==> config.mk <==
export PLATFORM = sky130hd
export DESIGN_NAME = food_spawner
export DESIGN_NICKNAME = d
export VERILOG_FILES = /design/src/rtl/food_spawner.sv
export SDC_FILE = /design/constraint.sdc
export NUM_CORES = 1
export LEC_CHECK = 0
export ABC_AREA = 1
export BUFFER_PORTS_ARGS = -buffer_cell sky130_fd_sc_hd__buf_2
export CAP_MARGIN = 20
export CORE_MARGIN = 1
export CORE_UTILIZATION = 40
export CTS_CLUSTER_SIZE = 24
export DETAILED_ROUTE_END_ITERATION = 7
export SYNTH_ARGS = -nofsm -noshare
export SYNTH_HDL_FRONTEND = slang
export SYNTH_SLANG_ARGS = --single-unit
==> constraint.sdc <==
create_clock -name i_Clk -period 2.9 [get_ports i_Clk]
set_input_delay 0.435 -clock i_Clk [delete_from_list [all_inputs] [get_ports i_Clk]]
set_output_delay 0.435 -clock i_Clk [all_outputs]
set_load 0.01 [all_outputs]
==> src/rtl/food_spawner.sv <==
// food_spawner: samples a random value, maps it to a playfield cell, checks occupancy, publishes food or fails
module food_spawner #(
    parameter int RAND_W    = 7,
    parameter int COLS      = 10,
    parameter int CELLS     = 100,
    parameter int COORD_W   = 4,
    parameter int MAX_TRIES = 16
) (
    input  logic               i_Clk,
    input  logic               i_Rst,
    input  logic               i_Req,
    input  logic [RAND_W-1:0]  i_RandNum,
    output logic               o_QryValid,
    output logic [COORD_W-1:0] o_QryX,
    output logic [COORD_W-1:0] o_QryY,
    input  logic               i_QryAck,
    input  logic               i_QryHit,
    output logic [COORD_W-1:0] o_FoodX,
    output logic [COORD_W-1:0] o_FoodY,
    output logic               o_FoodValid,
    output logic               o_Busy,
    output logic               o_Done,
    output logic               o_Fail
);
    localparam int TRY_W = $clog2(MAX_TRIES + 1);
    localparam logic [RAND_W-1:0] COLS_R   = RAND_W'(COLS);
    localparam logic [RAND_W:0]   CELLS_R  = (RAND_W + 1)'(CELLS);
    localparam logic [TRY_W-1:0]  TRIES_R  = TRY_W'(MAX_TRIES);
    localparam logic [2:0] S_IDLE   = 3'd0;
    localparam logic [2:0] S_SAMPLE = 3'd1;
    localparam logic [2:0] S_DIVIDE = 3'd2;
    localparam logic [2:0] S_QUERY  = 3'd3;
    localparam logic [2:0] S_DONE   = 3'd4;
    logic [2:0]         state_q, state_d;
    logic [TRY_W-1:0]   tries_q, tries_d;
    logic [RAND_W-1:0]  rem_q, rem_d;
    logic [COORD_W-1:0] quo_q, quo_d;
    logic               qry_valid_q, qry_valid_d;
    logic [COORD_W-1:0] qry_x_q, qry_x_d, qry_y_q, qry_y_d;
    logic [COORD_W-1:0] food_x_q, food_x_d, food_y_q, food_y_d;
    logic               food_valid_q, food_valid_d;
    logic               busy_q, busy_d;
    logic               done_q, done_d;
    logic               fail_q, fail_d;
    logic [TRY_W-1:0]   tries_inc;
    logic               exhausted;
    assign tries_inc = tries_q + 1'b1;
    assign exhausted = (tries_inc == TRIES_R);
    // Next-state logic: sample, divide by repeated subtraction, query, and retry accounting
    always_comb begin
        state_d      = state_q;
        tries_d      = tries_q;
        rem_d        = rem_q;
        quo_d        = quo_q;
        qry_valid_d  = qry_valid_q;
        qry_x_d      = qry_x_q;
        qry_y_d      = qry_y_q;
        food_x_d     = food_x_q;
        food_y_d     = food_y_q;
        food_valid_d = food_valid_q;
        done_d       = 1'b0;
        fail_d       = 1'b0;
        case (state_q)
            S_IDLE: begin
                if (i_Req) begin
                    food_valid_d = 1'b0;
                    tries_d      = '0;
                    state_d      = S_SAMPLE;
                end
            end
            S_SAMPLE: begin
                if ({1'b0, i_RandNum} >= CELLS_R) begin
                    tries_d = tries_inc;
                    fail_d  = exhausted;
                    state_d = exhausted ? S_IDLE : S_SAMPLE;
                end else begin
                    rem_d   = i_RandNum;
                    quo_d   = '0;
                    state_d = S_DIVIDE;
                end
            end
            S_DIVIDE: begin
                if (rem_q >= COLS_R) begin
                    rem_d = rem_q - COLS_R;
                    quo_d = quo_q + 1'b1;
                end else begin
                    qry_x_d     = rem_q[COORD_W-1:0];
                    qry_y_d     = quo_q;
                    qry_valid_d = 1'b1;
                    state_d     = S_QUERY;
                end
            end
            S_QUERY: begin
                if (i_QryAck) begin
                    qry_valid_d = 1'b0;
                    if (!i_QryHit) begin
                        food_x_d     = qry_x_q;
                        food_y_d     = qry_y_q;
                        food_valid_d = 1'b1;
                        done_d       = 1'b1;
                        state_d      = S_DONE;
                    end else begin
                        tries_d = tries_inc;
                        fail_d  = exhausted;
                        state_d = exhausted ? S_IDLE : S_SAMPLE;
                    end
                end
            end
            S_DONE:  state_d = S_IDLE;
            default: state_d = S_IDLE;
        endcase
        busy_d = (state_d != S_IDLE);
    end
    // State and registered outputs; reset also drops any outstanding query
    always_ff @(posedge i_Clk) begin
        if (i_Rst) begin
            state_q      <= S_IDLE;
            tries_q      <= '0;
            rem_q        <= '0;
            quo_q        <= '0;
            qry_valid_q  <= 1'b0;
            qry_x_q      <= '0;
            qry_y_q      <= '0;
            food_x_q     <= '0;
            food_y_q     <= '0;
            food_valid_q <= 1'b0;
            busy_q       <= 1'b0;
            done_q       <= 1'b0;
            fail_q       <= 1'b0;
        end else begin
            state_q      <= state_d;
            tries_q      <= tries_d;
            rem_q        <= rem_d;
            quo_q        <= quo_d;
            qry_valid_q  <= qry_valid_d;
            qry_x_q      <= qry_x_d;
            qry_y_q      <= qry_y_d;
            food_x_q     <= food_x_d;
            food_y_q     <= food_y_d;
            food_valid_q <= food_valid_d;
            busy_q       <= busy_d;
            done_q       <= done_d;
            fail_q       <= fail_d;
        end
    end
    assign o_QryValid  = qry_valid_q;
    assign o_QryX      = qry_x_q;
    assign o_QryY      = qry_y_q;
    assign o_FoodX     = food_x_q;
    assign o_FoodY     = food_y_q;
    assign o_FoodValid = food_valid_q;
    assign o_Busy      = busy_q;
    assign o_Done      = done_q;
    assign o_Fail      = fail_q;
endmodule

== Word level (Yosys, flattened, before mapping) ==
Index checks and enable logic that the tools add are counted.
Widths: inputs -> output; s select.

* Add/sub/neg operators: 3
* $mul: 0
* Divide/modulo/power cells: 0
* $lt $le $gt $ge: 2
* Equal/unequal tests: 12
* Shift-type cells: 0
* Muxes and demuxes: 30
* Bitwise gates (word level): 4
* Reduce and logical (&&, ||, !) cells: 13

{| class="wikitable"
|+ Operator list
! kind !! number
|-
| $mux 5 || 4
|-
| $ne 2x2->1 const B || 8
|-
| $pmux 5 s3 || 1
|-
| $mux 7 || 2
|-
| $pmux 7 s2 || 1
|-
| $mux 3 || 4
|-
| $pmux 3 s4 || 1
|-
| $mux 1 || 10
|-
| $reduce_and 3->1 || 3
|-
| $mux 4 || 2
|-
| $pmux 4 s2 || 1
|-
| $ge 7x4->1 const B || 1
|-
| $ge 7x7->1 const B || 1
|-
| $sub 7x4->7 const B || 1
|-
| $eq 3x2->1 const B || 2
|-
| $pmux 1 s2 || 3
|-
| $reduce_bool 2->1 || 3
|-
| $reduce_bool 3->1 || 2
|-
| $add 5x1->5 const B || 1
|-
| $eq 5x5->1 const B || 1
|-
| $reduce_and 5->1 || 1
|-
| $add 4x1->4 const B || 1
|-
| $not 1->1 || 4
|-
| $reduce_and 4->1 || 1
|-
| other kinds (5) || 5
|}

* Bits in registers: 40
* Bits in latches: 0
* RAM bits: 0
* Bits in read-only memories: 0
* Word-level logic and storage cells: 77
* Memories kept: 0

== Longest topological paths before layout ==
Gate-level depths: netlist of run 1.

* Depth in word-level cells: 7
* Depth in mapped cells: 10
* Mapped depth without buffers: 10

== Worst setup path after synthesis of run 1 ==
No wires, ideal clock.

* Kind: reg-to-reg
* From: reg rem_q[1]
* To: reg rem_q[6]
* Arrival time: 1.285 ns
* Path slack: 1.504 ns
* Cell stages (with the launch flop): 11
* Path buffers: 0
* Period minus slack after synthesis: 1.396 ns
* Cell sequence: dfxtp_1 inv_1 ha_1 nor2_1 nor2_1 nand2_1 nand2_2 nand2_1 inv_2 nor2_1 nor2_1

* Word-level cells in the longest chain between the ends: 3
* Elaborated cells between the ends (all ways): 6

{| class="wikitable"
|+ RTL lines
! item !! RTL line !! text
|-
| from (decl) || 36 || <nowiki>logic [RAND_W-1:0] rem_q, rem_d;</nowiki>
|-
| from (signal assigned) || 133 || <nowiki>rem_q <= rem_d;</nowiki>
|-
| $sub 7x4->7 or $ge 7x4->1 (tied branches) || 84, 83 ||
|-
| $mux 7 or $ne 2x2->1 (tied branches) || -- ||
|-
| $pmux 7 s2 or $reduce_and 3->1 (tied branches) || -- ||
|}

Several ways; a longest one is shown, not always the timed one. The select of a mux whose other input is x is not followed.
A chain may end at the register's enable or synchronous reset.

== Worst setup path after layout of run 1 ==
* From: reg state_q[0]
* To: reg food_x_q[3], in the netlist o_FoodX[3]

* Word-level cells in the longest chain between the ends: 2

{| class="wikitable"
|+ RTL lines
! item !! RTL line !! text
|-
| from (decl) || 34 || <nowiki>logic [2:0] state_q, state_d;</nowiki>
|-
| from (signal assigned) || 131 || <nowiki>state_q <= state_d;</nowiki>
|-
| $eq 3x2->1 || 63 || <nowiki>case (state_q)</nowiki>
|-
| $reduce_and 3->1 (no source line) || -- ||
|-
| to (signal assigned) || 138 || <nowiki>food_x_q <= food_x_d;</nowiki>
|-
| to (decl) || 40 || <nowiki>logic [COORD_W-1:0] food_x_q, food_x_d, food_y_q, food_y_d;</nowiki>
|}

Every way passes these cells.

==> results.txt, run 1 <==
required time worst endpoint: 3.09 ns
antenna violations before repair: 0
critical path cell sequence: nand2_1 > nor2_2 > nand2_1 > nor2_2 > clkinv_1 > nor2_1 > nor2_1
post-CTS setup buffers: 0
Min-Delay Path Depth: 3
Syn Inst Count: 301
Routed Antenna Nets: 0
achievable frequency: 528 MHz
Design Area, Final: 2320 um^2
Die Ht: 73.5 um
Synth Warn #: 0
DR iter-0 viols: 99
type of the worst min-delay path: in -> reg
Hold-fix buffers, CTS: 0
reg-to-reg startpoint: state_q[0]$_SDFF_PP0_
unrepaired setup endpoints after global routing: no
Ant. Diodes: 0
Worst setup SP type: flop
Tcrit/Tclk final: 65.3%
CP arrival: 2.08 ns
share of the yosys chip area belonging to registers: 39.2%
clock transition at the registers of the reported paths: 0.08 ns
main area contributors after synthesis: dfxtp_1 39%, nand2_1 15%, nor2_1 8.8%
ys async rst share: 0%
Buffers on Ports: 32
Hold Path Sink: rem_q[0]$_SDFFE_PP0P_
Max Transition Viols Final: 0
PD cells: 646 nW/um^2
top post-synthesis cells by count: 79 x nand2_1, 48 x nor2_1, 40 x dfxtp_1, 30 x inv_1, 26 x nand3_1
post-synth top area cell: dfxtp_1
Fin. Hold Viols: 0
Yosys reg bits: 40
Reg2Reg Depth: 7
drt first pass iters: 4
Rows: 25
worst relative slew slack: 53.6%
nets: 346
die footprint: 5400 um^2
vias per inst: 4.70
post-DP HPWL: 3290 um
crit path max fanout: 11
Post-synth EDFFs: 0
Global Route Usage Sum: 19.5%
R2R Setup Slk: 1.00 ns
clk sinks: 40
ratio of cells with drive above 1 in the final layout: 18.7%
Post-Syn Area: 2040 um^2
Cell variety after synth: 30
Core Footprint: 4820 um^2
DRC Markers: 0
Post-Syn Area per Cell: 6.79 um^2
Layout area overhead: 13.7%
worst r2r dst: o_FoodX[3]$_SDFFE_PP0P_
Worst Max-Slew Pin Slew: 0.695 ns
Ports: 33
post-cts gate resize count: 0
Max stage delay cell, worst path: dfxtp_1
CP peak stage delay: 0.46 ns
Die X-Extent: 73.5 um
most common cell in the synthesized netlist: nand2_1
H-tree depth: 2
vias in the first global route: 1769
crit end category: flop
CTS buffer count: 5
wire length per cell: 11.7 um
Placed Area: 2220 um^2
CTS tree: yes
final number of setup-violating endpoints: 0
max-cap violations: 0
Syn Nets: 316
TNS Setup: 0 ns
pin count of the biggest net entering global routing: 22
via count: 1874
main flop type after synthesis: dfxtp_1
gpl congestion: 0.833
Initial Util: 42.4%
first-pass GRT wire length: 8020 um
Filler cells: 554
Root Buffer: clkbuf_8
Max IR drop VDD: 370 uV
hold path startpoint: i_RandNum[0]
static leakage: 1.17 nW
drt total wl: 4650 um
Clk Latency, worst-skew pair: 0.29 ns
GRT Residual Overflow: 0
post-synth top area share: 39.2%
Setup CP Type: reg -> reg
CTS Buffer Depth: 2
crit path time final: 1.90 ns
Layout Skew: 0.00667 ns
status: finished clean
## state kept, by name, indices dropped and copies added (netlist names)
register     count
o_QryY           4
rem_q            7
o_QryX           4
o_Done           1
o_FoodX          4
o_QryValid       1
quo_q            4
o_Fail           1
state_q          3
tries_q          5
o_FoodY          4
o_Busy           1
o_FoodValid      1
## layer usage
layer / wire (um) / global-route usage [%] / up-vias
li1: - / - / 1005
met1: 2440 / 26.4 / 835
met2: 2050 / 30.6 / 27
met3: 112 / 3.84 / 7
met4: 52 / 7.48 / 0
met5: 0 / 0 / -
## stage by stage
stage               setup slack [ns]  cells  hold slack, ns  total power (W)  util (%)
finish                          1.00    399           0.418          0.00150      48.3
global route                   0.773    399           0.427          0.00162      48.3
CTS                             1.03    399           0.411          0.00152      48.3
detailed placement              1.05    391           0.465          0.00106      46.0
global placement                1.07    391           0.459          0.00105      46.0
floorplan                       1.50    301           0.440         0.000979         -
## cell type report
class / count / area, um^2 / area share [%]
Multi-Input combinational cell: 216 / 1030 / 44.5
Clock buffer: 6 / 72.6 / 3.12
Clock inverter: 2 / 35.0 / 1.51
Inverter: 36 / 139 / 5.97
Sequential cell: 40 / 801 / 34.4
Tap cell: 67 / 83.8 / 3.61
Timing Repair Buffer: 32 / 160 / 6.89
## logic make-up (layout without fill, tap and decap cells)
logic type | count (synthesis) | count (layout) | synth area share [%]
AND/OR/NAND/NOR | 174 | 174 | 38.0
XOR/XNOR | 3 | 3 | 1.29
AO/OA/AOI/OAI | 36 | 36 | 9.42
flip-flops | 40 | 40 | 39.2
buffers and inverters | 45 | 76 | 10.3
adder cells (fa/ha/maj) | 3 | 3 | 1.84
## how the worst max path moves through the flow
| stage | start | end | slack (ns) | depth (start not counted) |
|---|---|---|---|---|
| detailed placement | state_q[0]$_SDFF_PP0_ | o_FoodX[3]$_SDFFE_PP0P_ | 1.05 | 7 |
| finish | state_q[0]$_SDFF_PP0_ | o_FoodX[3]$_SDFFE_PP0P_ | 1.00 | 7 |
| global route | state_q[0]$_SDFF_PP0_ | o_FoodX[3]$_SDFFE_PP0P_ | 0.77 | 7 |
| CTS | state_q[0]$_SDFF_PP0_ | o_FoodX[3]$_SDFFE_PP0P_ | 1.03 | 7 |
| floorplan | rem_q[1]$_SDFFE_PP0P_ | rem_q[6]$_SDFFE_PP0P_ | 1.50 | 10 |
| global placement | state_q[0]$_SDFF_PP0_ | o_FoodY[2]$_SDFFE_PP0P_ | 1.07 | 7 |
## critical path, delay by kind of cell, from the launching register on
kind                   cells  cell delay, ns
AND/OR/NAND/NOR            6            0.98
flip-flops                 1            0.46
buffers and inverters      1            0.36
## power by group
group          switching [W]  internal [W]
registers          0.0000492      0.000604
logic               0.000256      0.000138
clock network       0.000199      0.000256
total               0.000504      0.000998
## cells in the final DEF (no fill, tap or decap), types with 2 or more instances in the layout
cell	instances
o21ai_0	15
inv_1	30
nand3b_1	2
clkinv_2	2
inv_2	3
nand3_2	6
o21ai_1	2
nor2_2	6
ha_1	3
nor2_1	48
a21oi_2	2
clkbuf_8	5
a21oi_1	15
dfxtp_1	40
xor2_1	2
buf_2	32
nand2_1	79
nand4_1	3
nand3_1	26
Power figures use the tool's default switching activity.
==> inputs of run 2 (changes only) <==
Clock period 2.9 ns to 1.8 ns, I/O delays scaled along.
==> results.txt, run 2 (synthesis results as in run 1) <==
antenna violations before repair: 0
Root Buffer: clkbuf_8
crit path max fanout: 7
CP arrival: 1.79 ns
nets: 351
die footprint: 5400 um^2
Die X-Extent: 73.5 um
clk sinks: 40
post-cts gate resize count: 0
Max IR drop VDD: 597 uV
drt first pass iters: 4
status: finished clean
TNS Setup: 0 ns
hold path startpoint: i_RandNum[0]
Ports: 33
Largest regs: rem_q: 7 flops, tries_q: 5 flops
commonest non-fill, non-tap cell in the layout: nand2_1
achievable frequency: 621 MHz
Routed Antenna Nets: 0
R2R Setup Slk: 0.19 ns
post-DP HPWL: 3360 um
Core Footprint: 4820 um^2
Setup CP Type: reg -> reg
via count: 1900
final setup margin: 0.190 ns
Reg2Reg Depth: 10
crit end category: flop
pin count of the biggest net entering global routing: 21
gpl congestion: 0.793
reg-to-reg startpoint: rem_q[1]$_SDFFE_PP0P_
total power: 0.00242 W
Design Area, Final: 2360 um^2
Reg with most FFs: rem_q
Min-Delay Path Depth: 3
CTS Buffer Depth: 2
Filler cells: 524
Die Ht: 73.5 um
final number of setup-violating endpoints: 0
Layout Skew: 0.00980 ns
crit path time final: 1.61 ns
Max Transition Viols Final: 0
pre-CTS setup slack: 0.177 ns
type of the worst min-delay path: in -> reg
Buffers on Ports: 32
worst relative slew slack: 74.1%
DRC Markers: 0
Ant. Diodes: 0
Global Route Usage Sum: 19.5%
Tcrit/Tclk final: 89.4%
Largest register FFs: 7
static leakage: 1.20 nW
clock transition at the registers of the reported paths: 0.09 ns
H-tree depth: 2
worst r2r dst: rem_q[2]$_SDFFE_PP0P_
Layout area overhead: 15.7%
CTS tree: yes
Fin. Hold Viols: 0
vias in the first global route: 1743
DR iter-0 viols: 119
Hold-fix buffers, CTS: 0
unrepaired setup endpoints after global routing: no
GRT Residual Overflow: 0
drt total wl: 4550 um
CTS buffer count: 5
Placed Area: 2250 um^2
Initial Util: 42.4%
PD cells: 1020 nW/um^2
max-cap violations: 0
Worst Max-Slew Pin Slew: 0.388 ns
Hold Path Sink: rem_q[0]$_SDFFE_PP0P_
ratio of cells with drive above 1 in the final layout: 20.2%
first-pass GRT wire length: 8070 um
Clk Latency, worst-skew pair: 0.29 ns
wire length per cell: 11.3 um
post-CTS setup buffers: 0
required time worst endpoint: 1.98 ns
Rows: 25
vias per inst: 4.70
most frequent cells in the layout: 79 x nand2_1, 47 x nor2_1, 40 x dfxtp_1
Worst setup SP type: flop
-- run 2: cell types whose count changed in the layout (fill, tap and decap cells not counted) --
| cell | change |
|---|---|
| buf_4 | +5 |
| nor2_1 | -1 |
| nor2_2 | +1 |
-- run 2: worst max path at each step --
stage / startpoint / endpoint / cells past startpoint
6_report: rem_q[1]$_SDFFE_PP0P_ / rem_q[2]$_SDFFE_PP0P_ / 10
5_1_grt: rem_q[1]$_SDFFE_PP0P_ / o_QryY[2]$_SDFFE_PP0P_ / 8
4_1_cts: rem_q[1]$_SDFFE_PP0P_ / rem_q[2]$_SDFFE_PP0P_ / 10
3_5_place_dp: rem_q[1]$_SDFFE_PP0P_ / rem_q[2]$_SDFFE_PP0P_ / 10
3_3_place_gp: rem_q[1]$_SDFFE_PP0P_ / rem_q[2]$_SDFFE_PP0P_ / 10
2_1_floorplan: rem_q[1]$_SDFFE_PP0P_ / rem_q[6]$_SDFFE_PP0P_ / 10
-- run 2: metal layers --
layer,track usage [%],wire [um]
met1,27.6,2340
met2,29.8,2030
met3,4.94,156
met4,4.06,27
met5,0,0
-- run 2: area by class of cell --
| cell class | count | area [um^2] | share of cell area, % |
|---|---|---|---|
| Inverter | 36 | 139 | 5.87 |
| Clock inverter | 2 | 35.0 | 1.48 |
| Sequential cell | 40 | 801 | 33.9 |
| Clock buffer | 6 | 72.6 | 3.07 |
| Tap cell | 67 | 83.8 | 3.54 |
| Multi-Input combinational cell | 216 | 1040 | 43.8 |
| Timing Repair Buffer | 37 | 198 | 8.36 |
-- run 2: power by group --
| group | switching, W | total (W) | internal (W) |
|---|---|---|---|
| Clock | 0.000314 | 0.000726 | 0.000412 |
| Sequential | 0.0000801 | 0.00105 | 0.000974 |
| Combinational | 0.000409 | 0.000643 | 0.000233 |
-- run 2: stage by stage --
step | util [%] | cells | hold slack (ns)
floorplan | - | 301 | 0.430
global placement | 46.8 | 396 | 0.453
detailed placement | 46.8 | 396 | 0.459
CTS | 49.0 | 404 | 0.252
global route | 49.1 | 404 | 0.245
finish | 49.1 | 404 | 0.248
-- run 2: critical path, cell delays in order (launching register included) --
cell	delay, ns
dfxtp_1	0.39
inv_1	0.10
ha_1	0.22
nor2_2	0.14
nor2_1	0.08
nand2_1	0.09
nand2_2	0.10
nand2_1	0.13
inv_2	0.09
nor2_1	0.10
nor2_1	0.05
==> inputs of run 3 (changes only) <==
Settings changed: CORE_UTILIZATION 40 to 55, PLACE_DENSITY set to 0.78.
==> results.txt, run 3 (synthesis results as in run 1) <==
status: finished clean
GRT Residual Overflow: 0
total power: 0.00248 W
Setup CP Type: reg -> reg
drt first pass iters: 4
antenna violations before repair: 0
first-pass GRT wire length: 7580 um
crit path max fanout: 11
Design Area, Final: 2340 um^2
Max IR drop VDD: 661 uV
Worst Max-Slew Pin Slew: 0.685 ns
commonest non-fill, non-tap cell in the layout: nand2_1
Layout area overhead: 14.6%
Register Area: 801 um^2
crit end category: flop
GRT met1 Usage: 32.2%
Largest register FFs: 7
Hold-fix buffers, CTS: 0
Max Transition Viols Final: 0
required time worst endpoint: 2.00 ns
unrepaired setup endpoints after global routing: no
final number of setup-violating endpoints: 0
CTS tree: yes
type of the worst min-delay path: in -> reg
CTS buffer count: 5
fin util: 68.0%
H-tree depth: 2
CP peak stage delay: 0.39 ns
met2 usage: 37.6%
Placed Area: 2210 um^2
max-cap violations: 0
vias per inst: 5.06
PD cells: 1060 nW/um^2
DRC Markers: 0
Worst setup SP type: flop
static leakage: 1.21 nW
cell repeated most along the worst path: nor2_1
TNS Setup: 0 ns
worst relative slew slack: 54.3%
achievable frequency: 615 MHz
Max stage delay cell, worst path: dfxtp_1
Initial Util: 59.4%
vias in the first global route: 1693
Ant. Diodes: 0
Fin. Hold Viols: 0
gpl congestion: 0.859
Root Buffer: clkbuf_8
met3 usage: 5.47%
Tcrit/Tclk final: 90.3%
most frequent cells in the layout: 79 x nand2_1, 47 x nor2_1, 40 x dfxtp_1
Die X-Extent: 63.0 um
Filler cells: 328
Routed Antenna Nets: 0
clk sinks: 40
Core Footprint: 3440 um^2
Ports: 33
wire length per cell: 11.7 um
Rows: 21
DR iter-0 viols: 124
GRT Max-Usage Layer: met2
CP arrival: 1.82 ns
clock transition at the registers of the reported paths: 0.08 ns
crit path time final: 1.63 ns
ratio of cells with drive above 1 in the final layout: 20.0%
Buffers on Ports: 32
Clk Latency, worst-skew pair: 0.30 ns
nets: 349
Layout Skew: 0.00521 ns
area occupied by multi-input gates: 1040 um^2
CTS Buffer Depth: 2
die footprint: 3970 um^2
pin count of the biggest net entering global routing: 21
Global Route Usage Sum: 24.3%
via count: 1929
Largest regs: rem_q: 7 flops, tries_q: 5 flops
drt total wl: 4440 um
critical path cell sequence: inv_1 > ha_1 > nor2_2 > nor2_1 > nand2_1 > nand2_4 > nand2_1 > inv_2 > nor2_1 > nor2_1
post-DP HPWL: 3190 um
Die Ht: 63.0 um
Reg with most FFs: rem_q
## run 3: cell count changes in the layout (fill, tap and decap cells not counted)
| cell | delta |
|---|---|
| clkbuf_1 | -1 |
| buf_4 | -2 |
| clkinv_2 | -1 |
| nand2_4 | +1 |
| clkinv_4 | +1 |
| nand2_2 | -1 |
| clkbuf_8 | +1 |
## run 3: path summary, 6_finish.rpt
kind	to	slack (ns)	startpoint	depth (start not counted)
worst min-delay path	rem_q[0]$_SDFFE_PP0P_	0.24	i_RandNum[0]	3
worst min register to register	o_QryX[2]$_SDFFE_PP0P_	0.48	o_QryX[2]$_SDFFE_PP0P_	2
worst max-delay path	rem_q[6]$_SDFFE_PP0P_	0.17	rem_q[1]$_SDFFE_PP0P_	10
worst max register to register	rem_q[6]$_SDFFE_PP0P_	0.17	rem_q[1]$_SDFFE_PP0P_	10
## run 3: timing repair
action / CTS / global route
endpoints found under the setup margin: 0 / 8
setup buffers: 0 / 0
gates resized for setup: 0 / 2
## run 3: metal layers
layer	part of all wire, %	vias to the layer above	wire [um]
met3	5.0	6	220
met1	50	869	2210
met4	1.3	0	59
met5	0	-	0
li1	-	1015	-
met2	44	39	1960
## run 3: cell type report
class | instances | area share, %
clock buffers | 6 | 3.53
clock inverters | 2 | 1.66
inverters | 36 | 5.93
multi-input cells | 216 | 44.4
flip-flops and latches | 40 | 34.2
well taps | 46 | 2.46
repair buffers | 35 | 7.80
## run 3: through the flow
stage                     cells  hold WS, ns  setup WS [ns]
after floorplan             301        0.430          0.404
after global placement      373        0.455          0.192
after detailed placement    373        0.474          0.137
after CTS                   381        0.234          0.122
after global routing        381        0.250        0.00152
final                       381        0.239          0.175
## run 3: report_power, final
group,switching [W],leakage (nW),total [W],internal (W)
Sequential,0.0000810,0.325,0.00105,0.000974
Combinational,0.000414,0.818,0.000645,0.000231
Clock,0.000329,0.0614,0.000782,0.000453
Total,0.000824,1.21,0.00248,0.00166
## run 3: worst max-delay path: cells and delay by family, from the launching register on
| family | cells | cell delay [ns] |
|---|---|---|
| fa+ha+maj | 1 | 0.22 |
| simple gates | 7 | 0.74 |
| buf+inv | 2 | 0.18 |
| flops | 1 | 0.39 |
